File: config.mk
export PLATFORM = sky130hd
export DESIGN_NAME = rand_collector
export DESIGN_NICKNAME = d
export VERILOG_FILES = /design/src/rtl/rand_collector.sv
export SDC_FILE = /design/constraint.sdc
export NUM_CORES = 1
export LEC_CHECK = 0
export BUFFER_PORTS_ARGS = -buffer_cell sky130_fd_sc_hd__clkbuf_2
export CAP_MARGIN = 20
export CORE_UTILIZATION = 61
export DETAILED_ROUTE_END_ITERATION = 12
export GPL_TIMING_DRIVEN = 0
export PLACE_DENSITY_LB_ADDON = 0.2
export SKIP_LAST_GASP = 1
export SLEW_MARGIN = 40
export SYNTH_ARGS = -nofsm -noshare
export SYNTH_HDL_FRONTEND = slang
export SYNTH_SLANG_ARGS = --single-unit
File: constraint.sdc
create_clock -name clk -period 3.1 [get_ports clk]
set_clock_uncertainty 0.2 [all_clocks]
set_input_delay 0.62 -clock clk [delete_from_list [all_inputs] [get_ports clk]]
set_output_delay 0.62 -clock clk [all_outputs]
set_load 0.03 [all_outputs]
File: src/rtl/rand_collector.sv
// rand_collector: runs bursts of random-generator requests and
// collects the returned words in a small circular FIFO.
module rand_collector #(
  parameter int WIDTH   = 8,
  parameter int DEPTH   = 4,
  parameter int TIMEOUT = 15
) (
  input  logic             clk,
  input  logic             rst,
  input  logic             req,
  input  logic [3:0]       req_count,
  output logic             gen_start,
  input  logic             gen_done,
  input  logic [WIDTH-1:0] gen_data,
  output logic             out_valid,
  input  logic             out_ready,
  output logic [WIDTH-1:0] out_data,
  output logic             busy,
  output logic             burst_done,
  output logic             err_timeout
);
  localparam int AW = $clog2(DEPTH);
  localparam logic [AW:0] FULL_C = (AW+1)'(DEPTH);
  localparam logic [3:0]  TMO_C  = 4'(TIMEOUT);

  typedef enum logic [1:0] {
    IDLE,
    START,
    WAIT
  } state_e;

  state_e           state_q;
  logic [3:0]       rem_q;
  logic [3:0]       timer_q;
  logic [3:0]       timer_d;
  logic             done_q;
  logic             tmo_q;
  logic [WIDTH-1:0] mem_q [DEPTH];
  logic [AW-1:0]    rptr_q;
  logic [AW-1:0]    wptr_q;
  logic [AW:0]      cnt_q;
  logic [AW:0]      cnt_d;
  logic             full;
  logic             push;
  logic             pop;

  assign full        = (cnt_q == FULL_C);
  assign push        = (state_q == WAIT) && gen_done;
  assign pop         = out_valid && out_ready;
  assign timer_d     = timer_q + 4'd1;
  assign gen_start   = (state_q == START) && !full;
  assign busy        = (state_q != IDLE);
  assign burst_done  = done_q;
  assign err_timeout = tmo_q;
  assign out_valid   = (cnt_q != '0);
  assign out_data    = out_valid ? mem_q[rptr_q] : '0;

  // Burst sequencing: accept request, pulse start, await done or timeout
  always_ff @(posedge clk or negedge rst) begin
    if (!rst) begin
      state_q <= IDLE;
      rem_q   <= '0;
      timer_q <= '0;
      done_q  <= 1'b0;
      tmo_q   <= 1'b0;
    end else begin
      done_q <= 1'b0;
      tmo_q  <= 1'b0;
      unique case (state_q)
        IDLE: begin
          if (req) begin
            if (req_count != 4'd0) begin
              rem_q   <= req_count;
              state_q <= START;
            end else begin
              done_q <= 1'b1;
            end
          end
        end
        START: begin
          if (!full) begin
            timer_q <= '0;
            state_q <= WAIT;
          end
        end
        WAIT: begin
          if (gen_done) begin
            rem_q <= rem_q - 4'd1;
            if (rem_q == 4'd1) begin
              state_q <= IDLE;
              done_q  <= 1'b1;
            end else begin
              state_q <= START;
            end
          end else begin
            timer_q <= timer_d;
            if (timer_d == TMO_C) begin
              state_q <= IDLE;
              rem_q   <= '0;
              tmo_q   <= 1'b1;
            end
          end
        end
        default: state_q <= IDLE;
      endcase
    end
  end

  // Occupancy next-state; push with pop leaves count unchanged
  always_comb begin
    cnt_d = cnt_q;
    unique case ({push, pop})
      2'b10:   cnt_d = cnt_q + (AW+1)'(1);
      2'b01:   cnt_d = cnt_q - (AW+1)'(1);
      default: cnt_d = cnt_q;
    endcase
  end

  // Read/write pointers wrap naturally at DEPTH (power of two)
  always_ff @(posedge clk or negedge rst) begin
    if (!rst) begin
      rptr_q <= '0;
      wptr_q <= '0;
      cnt_q  <= '0;
    end else begin
      if (push) wptr_q <= wptr_q + AW'(1);
      if (pop)  rptr_q <= rptr_q + AW'(1);
      cnt_q <= cnt_d;
    end
  end

  // Sample storage, written only on a push
  always_ff @(posedge clk) begin
    if (push) mem_q[wptr_q] <= gen_data;
  end

endmodule

==> results.md <==
* Status: finished, final reports clean
* CP Capture Type: output pin
* Reg area at 1440 um2
* DRC at 0
* Fmax at between 300 and 400 MHz
* CTS tree: done
* Most frequent cells in the layout: edfxtp_1 (32), clkbuf_2 (29), dfrtp_1 (19)
* Clock root cell: clkbuf_8
* DR WL/cell at 15.0 um
* Port Buffers at 29
* Worst-margin pin slew at about 0.55 ns
* R2R setup slack at 0.82 ns
* Setup crit start: rptr_q[0]
* Gate count of the mapped netlist at 165
* Iteration-0 DRC Markers at 66
* Leakage power at ~1.1 nW
* Final Hold Viols at 0
* Hold Crit Class: input pin to async pin
* YS warnings at 0
* Synth Net Count at approximately 190
* Syn avg cell area at approximately 14 um2
* Starting Density at 0.636
* Postcts setup bufs at 0
* Antenna Diode Count at 0
* Crit Path Category: register to output pin
* GP Congestion at about 0.87
* Share of cells above drive strength 1 at 0.292
* DP Area at ~2600 um2
* Top FF cell, synth: edfxtp_1
* Drt pass-1 iters at 4
* Area grow syn2layout at 12.8%
* TritonCTS buffer count at 5
* Core Region at between 3000 and 4000 um2
* Sequential power share at 0.402
* Final instance area at around 2600 um2
* Nets at approximately 230
* Area occupied by multi-input gates at 843 um2
* Clk pwr share at 0.165
* Post-Place Cells at between 200 and 250
* Max cap viols at 0
* Max-slew headroom at 0.631
* Worst r2r path cells at 9
* Fin crit period at ~2.7 ns
* Worst r2r dst: cnt_q[2]
* # hold bufs at CTS at 0
* Width of the die at between 60 and 70 um
* Largest net degree at the start of global routing at 20
* RSZ-0062 raised after global routing: no
* Mapped cell area at around 2300 um2
* DR vias/cell at roughly 5.6
* Post-cts repair resize count at 0
* Initial antenna violation count at 0
* Startpoint types: register
* Die footprint at 4100 um2
* Commonest non-fill, non-tap cell in the layout: edfxtp_1
* Routed wire length at roughly 3.8 mm
* P per Cell Area at 890 nW/um2
* Ys async rst share at 0.373
* Overflow left after global routing at 0
* Fin cells at 250
* Filler instances at 258
* Clock latency on the worst-skew pair at 0.30 ns
* CTS Sinks at between 50 and 60
* Comb pwr share at 0.433
* Critical path arrival at between 1.5 and 2 ns
* ANT nets after route at 0
* Die Y at roughly 64 um
* Max VDD drop at between 0.4 and 0.5 mV
* Via count at around 1.4k
* Cell Int Power at 1.43 mW
* Cell Rows at 22
* CTS Buffer Depth at 2
* Critical R2R Launch: cnt_q[1]
* Synth unique cells at between 40 and 50
* Tcrit/Tclk final at 0.859
* Io pins at 30
* DP HPWL at 2.76 mm
* Number of H-tree levels at 2
* Gr usage total at 0.212
* Vias in the first global route at approximately 1.4k
* Final core occ at 0.718
* CP endpoint: out_data[7]
* Clk slew on worst S/H paths at around 0.090 ns
* Setup Viol. Count Final at 0
* P_sw at approximately 0.9 mW
* CP required at about 2.3 ns
* Worst Path Max Fanout at 10
* Sum Neg Setup Slack at 0 ns
* WHS at 0.0470 ns
* Synthesis-stage register bit count at 51
* Max-slew violation count at 0
* Sw Share at 0.393
* First-pass GRT wire length at a little over 6 mm
* Seq/Total Area, Yosys at 0.612
* EDFF count, synth at 32
-- layer usage --
metal  track usage  routed length, um  share of wire  up-vias
li1              -                  -              -      671
met1         0.271               1590           0.42      689
met3        0.0482                157          0.042        7
met5             0                  0              0        -
met2         0.338               1920           0.51       31
met4         0.114                 84          0.022        0
-- cell type report --
class	instances	area share
plain buffers	4	0.00709
multi-input cells	97	0.319
clock buffers	5	0.0260
clock inverters	3	0.00992
inverters	13	0.0184
flip-flops and latches	51	0.543
repair buffers	29	0.0548
well taps	48	0.0227
-- power groups by stage --
| stage | Combinational, mW | Clock [mW] | Sequential [mW] |
|---|---|---|---|
| after floorplan | 0.799 | 0 | 0.941 |
| after global placement | 0.995 | 0 | 0.954 |
| after detailed placement | 1.03 | 0 | 0.964 |
| after CTS | 1.03 | 0.398 | 0.948 |
| after global routing | 1.13 | 0.423 | 0.962 |
| final | 1.02 | 0.389 | 0.948 |
-- registers in the layout, summed over array words and instances (netlist names) --
register     flops
burst_done       1
cnt_q            3
err_timeout      1
mem_q           32
rem_q            4
rptr_q           2
state_q          2
timer_q          4
wptr_q           2
-- logic make-up (layout without fill, tap and decap cells) --
group / Yosys count / in the layout / share of synthesized area
compound gates: 21 / 21 / 0.0650
xor+xnor: 7 / 7 / 0.0261
fa+ha+maj: 10 / 10 / 0.0565
buf+inv: 17 / 54 / 0.0288
flops: 51 / 51 / 0.612
mux: 11 / 11 / 0.0896
simple gates: 48 / 48 / 0.122
-- cells in the mapped netlist, drive strengths merged, types with 2 or more instances --
cell type | count | area (um2)
inv | 13 | 48.8
nand2 | 10 | 40.0
o21ai | 4 | 20.0
nor2 | 7 | 41.3
mux2i | 3 | 30.0
nor2b | 2 | 12.5
nand3 | 4 | 20.0
edfxtp | 32 | 961
xnor2 | 4 | 35.0
a22o | 2 | 18.8
a211oi | 2 | 20.0
xor2 | 3 | 26.3
o2bb2ai | 2 | 17.5
ha | 9 | 113
dfrtp | 19 | 475
and2 | 13 | 83.8
buf | 3 | 15.0
nand2b | 2 | 15.0
o22ai | 3 | 18.8
mux4 | 8 | 180
a21oi | 2 | 10.0
nor3 | 3 | 20.0
-- per-stage QoR --
stage | power, mW | setup slack, ns
2_1_floorplan | 1.74 | 0.916
3_3_place_gp | 1.95 | 0.773
3_5_place_dp | 1.99 | 0.757
4_1_cts | 2.38 | 0.419
5_1_grt | 2.51 | 0.362
6_report | 2.36 | 0.438
-- worst max-delay path: stages (launching register included) --
cell and delay (ns):
dfrtp_1 0.32, buf_2 0.31, mux4_2 0.54, and2_1 0.19, clkbuf_2 0.18
-- worst min path at each step --
stage / start / cells past startpoint / endpoint / slack, ns
after CTS: rst / 1 / rptr_q[1] / 0.06
after detailed placement: rem_q[3] / 1 / rem_q[3] / 0.31
after global routing: rst / 1 / rptr_q[1] / 0.08
after global placement: cnt_q[0] / 1 / cnt_q[0] / 0.30
after floorplan: rst / 0 / burst_done / 0.12
final: rst / 1 / rptr_q[1] / 0.05
Power figures use the tool's default switching activity.
